[config.mk]
export PLATFORM = sky130hd
export DESIGN_NAME = sel_reg_arbiter_flat
export DESIGN_NICKNAME = d
export VERILOG_FILES = /design/src/rtl/sel_reg_arbiter_if.sv /design/src/rtl/sel_reg_arbiter.sv /design/src/flat_wrapper.sv
export SDC_FILE = /design/constraint.sdc
export NUM_CORES = 1
export LEC_CHECK = 0
export CORE_MARGIN = 8
export CORE_UTILIZATION = 35
export CTS_BUF_LIST = sky130_fd_sc_hd__clkbuf_4
export CTS_CLUSTER_DIAMETER = 100
export DETAILED_ROUTE_END_ITERATION = 6
export GPL_ROUTABILITY_DRIVEN = 0
export GPL_TIMING_DRIVEN = 0
export MAX_ROUTING_LAYER = met4
export PLACE_DENSITY = 0.57
export REMOVE_ABC_BUFFERS = 1
export SLEW_MARGIN = 5
export SYNTH_ARGS = -nofsm -noshare
export SYNTH_HDL_FRONTEND = slang
export SYNTH_SLANG_ARGS = --single-unit
[constraint.sdc]
create_clock -name clk -period 3.1 [get_ports clk]
set_input_delay 0.62 -clock clk [delete_from_list [all_inputs] [get_ports clk]]
set_output_delay 0.62 -clock clk [all_outputs]
set_load 0.01 [all_outputs]
[src/rtl/sel_reg_arbiter_if.sv]
// Register-select bus between the per-operation sequencers and the arbiter.
// The sequencers own req/sel_in/done; the arbiter drives grant, select and status.
interface sel_reg_arbiter_if #(
    parameter int N_CH = 2,
    parameter int W    = 4
);
    logic [N_CH-1:0]   req;
    logic [N_CH*W-1:0] sel_in;
    logic [N_CH-1:0]   done;
    logic [N_CH-1:0]   gnt;
    logic [W-1:0]      sel_reg;
    logic              busy;
    logic              timeout;

    modport master (
        output req, sel_in, done,
        input  gnt, sel_reg, busy, timeout
    );

    modport slave (
        input  req, sel_in, done,
        output gnt, sel_reg, busy, timeout
    );
endinterface

[src/rtl/sel_reg_arbiter.sv]
// Round-robin arbiter for the shared register-select bus: registered one-hot grant,
// select held stable for the whole grant, done/watchdog release, one turnaround cycle.
module sel_reg_arbiter #(
    parameter int N_CH    = 2,
    parameter int W       = 4,
    parameter int TIMEOUT = 255
) (
    input  logic           clk,
    input  logic           reset,
    sel_reg_arbiter_if.slave bus
);
    localparam int PW = (N_CH > 1) ? $clog2(N_CH) : 1;
    localparam int CW = (TIMEOUT > 0) ? $clog2(TIMEOUT + 1) : 1;
    localparam logic [CW-1:0] CNT_MAX  = CW'(TIMEOUT);
    localparam logic [CW-1:0] CNT_LAST = (TIMEOUT > 0) ? CW'(TIMEOUT - 1) : '0;
    localparam logic [PW-1:0] LAST_CH  = PW'(N_CH - 1);
    localparam logic [PW:0]   N_CH_W   = (PW + 1)'(N_CH);

    typedef enum logic [1:0] {IDLE, GRANT, REL} state_t;

    state_t          state_q, state_d;
    logic [N_CH-1:0] gnt_q, gnt_d;
    logic [W-1:0]    sel_q, sel_d;
    logic            busy_q, busy_d;
    logic            tmo_q, tmo_d;
    logic [PW-1:0]   ptr_q, ptr_d;
    logic [PW-1:0]   owner_q, owner_d;
    logic [CW-1:0]   cnt_q, cnt_d;

    logic [W-1:0]    sel_arr [N_CH];
    logic            found;
    logic [PW-1:0]   pick;
    logic [PW:0]     cand;

    for (genvar g = 0; g < N_CH; g++) begin : g_unpack
        assign sel_arr[g] = bus.sel_in[g*W +: W];
    end

    // First requester at or after ptr, wrapping modulo N_CH.
    always_comb begin
        found = 1'b0;
        pick  = ptr_q;
        cand  = '0;
        for (int k = 0; k < N_CH; k++) begin
            cand = {1'b0, ptr_q} + (PW + 1)'(k);
            if (cand >= N_CH_W) begin
                cand = cand - N_CH_W;
            end
            if (!found && bus.req[cand[PW-1:0]]) begin
                found = 1'b1;
                pick  = cand[PW-1:0];
            end
        end
    end

    always_comb begin
        state_d = state_q;
        gnt_d   = gnt_q;
        sel_d   = sel_q;
        busy_d  = busy_q;
        tmo_d   = 1'b0;
        ptr_d   = ptr_q;
        owner_d = owner_q;
        cnt_d   = cnt_q;
        case (state_q)
            IDLE: begin
                gnt_d  = '0;
                busy_d = 1'b0;
                if (found) begin
                    gnt_d[pick] = 1'b1;
                    sel_d       = sel_arr[pick];
                    busy_d      = 1'b1;
                    cnt_d       = '0;
                    owner_d     = pick;
                    state_d     = GRANT;
                end
            end
            GRANT: begin
                if (cnt_q != CNT_MAX) begin
                    cnt_d = cnt_q + 1'b1;
                end
                // done wins over a coincident terminal count, so no pulse in that case.
                if (bus.done[owner_q] || ((TIMEOUT != 0) && (cnt_q == CNT_LAST))) begin
                    gnt_d   = '0;
                    ptr_d   = (owner_q == LAST_CH) ? '0 : owner_q + 1'b1;
                    tmo_d   = !bus.done[owner_q];
                    state_d = REL;
                end
            end
            REL: begin
                busy_d  = 1'b0;
                state_d = IDLE;
            end
            default: begin
                gnt_d   = '0;
                busy_d  = 1'b0;
                state_d = IDLE;
            end
        endcase
    end

    always_ff @(posedge clk) begin
        if (reset) begin
            state_q <= IDLE;
            gnt_q   <= '0;
            sel_q   <= '0;
            busy_q  <= 1'b0;
            tmo_q   <= 1'b0;
            ptr_q   <= '0;
            owner_q <= '0;
            cnt_q   <= '0;
        end else begin
            state_q <= state_d;
            gnt_q   <= gnt_d;
            sel_q   <= sel_d;
            busy_q  <= busy_d;
            tmo_q   <= tmo_d;
            ptr_q   <= ptr_d;
            owner_q <= owner_d;
            cnt_q   <= cnt_d;
        end
    end

    assign bus.gnt     = gnt_q;
    assign bus.sel_reg = sel_q;
    assign bus.busy    = busy_q;
    assign bus.timeout = tmo_q;
endmodule

[src/flat_wrapper.sv]
// flat-port wrapper written by rule: the top's interface ports become plain ports
module sel_reg_arbiter_flat 
#(
    parameter int N_CH    = 2,
    parameter int W       = 4,
    parameter int TIMEOUT = 255
)
  (clk, reset, bus_req, bus_sel_in, bus_done, bus_gnt, bus_sel_reg, bus_busy, bus_timeout);
  sel_reg_arbiter_if #(.N_CH(N_CH), .W(W)) bus_i ();
  input  logic clk;
  input  logic reset;
  input wire logic [$bits(bus_i.req)-1:0] bus_req;
  input wire logic [$bits(bus_i.sel_in)-1:0] bus_sel_in;
  input wire logic [$bits(bus_i.done)-1:0] bus_done;
  output wire logic [$bits(bus_i.gnt)-1:0] bus_gnt;
  output wire logic [$bits(bus_i.sel_reg)-1:0] bus_sel_reg;
  output wire logic [$bits(bus_i.busy)-1:0] bus_busy;
  output wire logic [$bits(bus_i.timeout)-1:0] bus_timeout;
  assign bus_i.req = bus_req;
  assign bus_i.sel_in = bus_sel_in;
  assign bus_i.done = bus_done;
  assign bus_gnt = bus_i.gnt;
  assign bus_sel_reg = bus_i.sel_reg;
  assign bus_busy = bus_i.busy;
  assign bus_timeout = bus_i.timeout;
  sel_reg_arbiter #(.N_CH(N_CH), .W(W), .TIMEOUT(TIMEOUT)) u_core (.clk(clk), .reset(reset), .bus(bus_i));
endmodule
==> flow_summary.toml, run 1 <==
[finish]
seqCellArea_um2 = 400
final_nets = 147
finalInstanceArea_um2 = 1180
area_delta_synth_final_pct = 25.3
drive_gt1_share_pct = 4.65
multi_input_area_um2 = 480
final_util_pct = 46.7
fin_cells = 159
largest_register_ffs = 8
layout_common_cells = "clkdlybuf4s50_1 (21), dfxtp_1 (20), a21oi_1 (12), nor2_1 (8)"
fillers = 254
final_common_cell = "clkdlybuf4s50_1"
insertedDiodeCount = 0

[placement]
io_buffers = 21
dp_hpwl_mm = 1.69
post_dp_cell_area_um2 = 1150
placed_cells = 156

[routing]
ant_nets = 0
drc_errors = 0
wl_mm = 2.32
first_pass_iters = 4
drt_iter0_drc = 79
post_drt_via_cell_ratio = 5.57
wire_per_inst_um = 14.6
num_vias = 886

[yosys]
ys_ff_latch = 20
netlist-cell-type-count = 34
syn_inst = 111
synth.avg_cell_area_um2 = 8.47
syn_area_um2 = 940
yosys_warnings = 0
yosysSeqAreaShare_pct = 42.6

[sta]
skew_ns = 0.00236
slew_headroom_pct = 52.4
drv_slew = 0
setup_tns_ns = 0
rsz0062_at_grt = "no"
finalCritPeriodShare_pct = 58.5
tightest_slew_ns = 0.712
hold_violations = 0
fmax_ghz = 0.552
holdWs_ns = 0.474
setup_violations = 0
fin_crit_ns = 1.81

[cts]
path_clk_slew_ns = 0.11
cts_tree = "done"
cts-buffers-inserted = 3
clk_path_buf_depth = 2
clkLatencyLatePin_ns = 0.30
clock-sinks = 20
cts_hold_buf = 0
post_cts_buffers = 0
htree_levels = 1
cts_resized = 0
cts-root-buf = "clkbuf_4"

[power_and_ir_drop]
power_leakage_nw = 0.415
ir_drop_v = 0.000351
comb_power_share_pct = 20.1
p_switching_mw = 0.142
p_sw_share_pct = 27.7
power_density_nw_per_um2 = 435
clockPowerShare_pct = 24.4
p_seq_share_pct = 55.6
intPower_mw = 0.370

[setup_path]
path_delay_family = "buffers and inverters"
worstPathRequired_ns = 2.48
max_stage_delay_ns = 0.55
path_max_fanout = 2
crit_chain = "clkdlybuf4s50_1"
critPathSlowestCell = "clkdlybuf4s50_1"
crit_path_end_kind = "primary output"
path_buf_inv = 1
crit_type = "flop to primary output"
worst_setup_path_start_kind = "flop"
crit_arrival_ns = 1.19

[global_routing]
grt_max_degree = 21
grt_pass1_vias = 899
grt_util_all_layers_pct = 11.5
antenna_found_initial = 0
gr-total-overflow = 0
grt_pass1_wl_mm = 3.97

[hold_path]
hp-class = "flop to flop"

[job]
max_cap_violations = 0

[floorplan]
rows = 18
dieArea_um2 = 4600
die_w_um = 67.8
dieHeight_um = 67.8
io_pins = 22
core_area_um2 = 2520
start_util_pct = 37.3

[outcome]
status = "finished, final reports clean"
-- area by class of cell --
class / count / area share [%]
multi-input combinational: 78 / 40.8
sequential: 20 / 34.0
timing repair buffer: 21 / 17.9
tap: 30 / 3.19
inverter: 7 / 2.23
clock buffer: 3 / 1.91
-- through the flow --
stage,setup WS (ns),power [mW]
after floorplan,1.67,0.341
after global placement,1.08,0.393
after detailed placement,1.06,0.395
after CTS,1.27,0.518
after global routing,1.21,0.548
final,1.29,0.512
-- tightest hold or removal path: cells and delay by family (launching register included) --
family	cells	cell delay [ns]
AO/OA/AOI/OAI	1	0.05
flip-flops	1	0.33
AND/OR/NAND/NOR	1	0.05
-- power groups by stage --
stage	sequential, mW	clock, mW	combinational (mW)
finish	0.284	0.125	0.103
global route	0.287	0.146	0.116
CTS	0.284	0.129	0.105
detailed placement	0.290	0	0.104
global placement	0.290	0	0.103
floorplan	0.292	0	0.0487
-- synthesized netlist by cell type, drive strengths merged --
cell,n,area share (%)
inv,7,2.8
o41ai,1,0.93
nand2,5,2.0
a222oi,4,4.3
a21o,1,0.80
and2b,1,0.80
a21oi,12,6.4
nor4,1,0.67
ha,2,2.7
o21ai,9,5.2
nor3b,1,0.80
buf,3,2.3
mux2,1,1.2
and3,3,2.0
clkbuf,3,1.2
nand2b,2,1.3
or3,4,2.7
nor2,8,3.2
a31oi,3,2.0
nor3,4,2.1
nand3,5,2.7
o31ai,1,0.80
and4,2,1.9
o31a,1,0.93
dfxtp,20,43
nor2b,1,0.67
a211oi,2,2.1
nand4,2,1.3
or4,1,0.80
a311oi,1,0.93
-- layer usage --
layer / share of wire, % / track usage, % / vias up
li1: - / - / 451
met1: 49 / 13.2 / 409
met2: 44 / 17.6 / 24
met3: 7.0 / 5.72 / 2
met4: 0.56 / 2.56 / 0
met5: 0 / - / -
-- worst paths after layout --
check	endpoint	slack, ns	from	cells after the start
worst max-delay path	bus_sel_reg[0]	1.29	u_core.bus.sel_reg[0]	1
worst min-delay path	u_core.bus.busy	0.47	u_core.bus.busy	2
worst max register to register	u_core.cnt_q[6]	1.51	u_core.state_q[1]	4
worst min register to register	u_core.bus.busy	0.47	u_core.bus.busy	2
-- logic make-up (layout without fill, tap and decap cells) --
logic type,count (synthesis),after routing,synth area share (%)
AND/OR/NAND/NOR,40,40,22.9
AO/OA/AOI/OAI,35,35,24.4
flip-flops,20,20,42.6
buffers and inverters,13,31,6.26
adder cells (fa/ha/maj),2,2,2.66
multiplexers,1,1,1.20
No activity file was read; power rests on OpenSTA's default activity.
==> run 2, diff against run 1 <==
clock period = 1.7 ns   (was 3.1 ns; I/O delays follow)
==> flow_summary.toml, run 2 (synthesized netlist as in run 1, its figures left out) <==
[outcome]
status = "finished, final reports clean"

[power_and_ir_drop]
power_density_nw_per_um2 = 789
p_seq_share_pct = 55.4
power_mw = 0.937
clockPowerShare_pct = 24.4
ir_drop_v = 0.000640
comb_power_share_pct = 20.2
p_switching_mw = 0.261
intPower_mw = 0.676
p_sw_share_pct = 27.9
power_leakage_nw = 0.417

[sta]
skew_ns = 0.00125
setup_violations = 0
finalCritPeriodShare_pct = 91.9
slew_headroom_pct = 52.3
tightest_slew_ns = 0.713
drv_slew = 0
hold_violations = 0
holdWs_ns = 0.474
fin_crit_ns = 1.56
fmax_ghz = 0.640
setup_tns_ns = 0
rsz0062_at_grt = "no"
worst_slack_ns = 0.138

[routing]
post_drt_via_cell_ratio = 5.58
wire_per_inst_um = 14.5
drt_iter0_drc = 79
wl_mm = 2.31
drc_errors = 0
ant_nets = 0
num_vias = 887
first_pass_iters = 4

[cts]
cts-buffers-inserted = 3
clkLatencyLatePin_ns = 0.30
path_clk_slew_ns = 0.11
clock-sinks = 20
cts_tree = "done"
cts-root-buf = "clkbuf_4"
htree_levels = 1
post_cts_buffers = 0
clk_path_buf_depth = 2

[global_routing]
gr-total-overflow = 0
grt_max_degree = 21
grt_util_all_layers_pct = 11.5
antenna_found_initial = 0
grt_pass1_wl_mm = 3.97
grt_pass1_vias = 899

[floorplan]
die_w_um = 67.8
rows = 18
start_util_pct = 37.3
io_pins = 22
dieArea_um2 = 4600
core_area_um2 = 2520
dieHeight_um = 67.8

[placement]
dp_hpwl_mm = 1.69
post_dp_cell_area_um2 = 1150
io_buffers = 21
pre_cts_slack_ns = -0.0605
placed_cells = 156

[finish]
largest_register_ffs = 8
drive_gt1_share_pct = 5.43
layout_common_cells = "clkdlybuf4s50_1 (21), dfxtp_1 (20), a21oi_1 (12), nor2_1 (8)"
insertedDiodeCount = 0
final_common_cell = "clkdlybuf4s50_1"
finalInstanceArea_um2 = 1190
area_delta_synth_final_pct = 26.4
fillers = 254
fin_cells = 159
final_util_pct = 47.1
final_nets = 147

[setup_path]
max_stage_delay_ns = 0.52
crit_path_end_kind = "flop"
path_max_fanout = 13
critPathSlowestCell = "or4_1"
crit_chain = "nand2b_1 -> or4_1 -> a21oi_1"
worst_setup_path_start_kind = "flop"
crit_arrival_ns = 1.79
worstPathRequired_ns = 1.93
crit_type = "flop to flop"
path_delay_family = "simple AND/OR/NAND/NOR gates"
path_buf_inv = 0

[job]
max_cap_violations = 0

[hold_path]
hp-class = "flop to flop"
run 2: tightest hold or removal path: cells and delay by family (launching register included):
family,cells,cell delay (ns)
simple gates,1,0.05
compound gates,1,0.05
flops,1,0.33
run 2: metal layers:
layer	track usage (%)	wire, um	part of all wire (%)	vias up
li1	-	-	-	453
met1	13.2	1170	50	410
met2	17.6	985	43	22
met3	5.72	147	6.4	2
met4	2.56	13	0.56	0
met5	-	0	0	-
run 2: area by class of cell:
cell class	count	area, um2	share of cell area [%]
Multi-Input combinational cell	78	490	41.3
Sequential cell	20	400	33.7
Timing Repair Buffer	21	210	17.7
Tap cell	30	37.5	3.16
Inverter	7	26.3	2.21
Clock buffer	3	22.5	1.90
run 2: path summary, 6_finish.rpt:
kind	slack [ns]	cells past startpoint	end	from
setup / recovery	0.14	3	u_core.cnt_q[1]	u_core.state_q[1]
hold / removal	0.47	2	u_core.bus.busy	u_core.bus.busy
setup reg to reg	0.14	3	u_core.cnt_q[1]	u_core.state_q[1]
hold reg to reg	0.47	2	u_core.bus.busy	u_core.bus.busy
run 2: timing repair:
action                     in CTS  in global routing
hold buffers                    0                  0
setup endpoints to repair       0                  2
resized for setup               0                  2
run 2: power groups by stage:
stage / Clock [mW] / Sequential [mW] / Combinational (mW)
after floorplan: 0 / 0.532 / 0.0889
after global placement: 0 / 0.529 / 0.187
after detailed placement: 0 / 0.529 / 0.190
after CTS: 0.236 / 0.519 / 0.191
after global routing: 0.266 / 0.523 / 0.213
final: 0.229 / 0.519 / 0.189
==> run 3, diff against run 2 <==
SKIP_CTS_REPAIR_TIMING = 1   (was unset)
==> results of run 3 <==
Same layout as run 2: the final DEF is identical, and so are final timing and power.
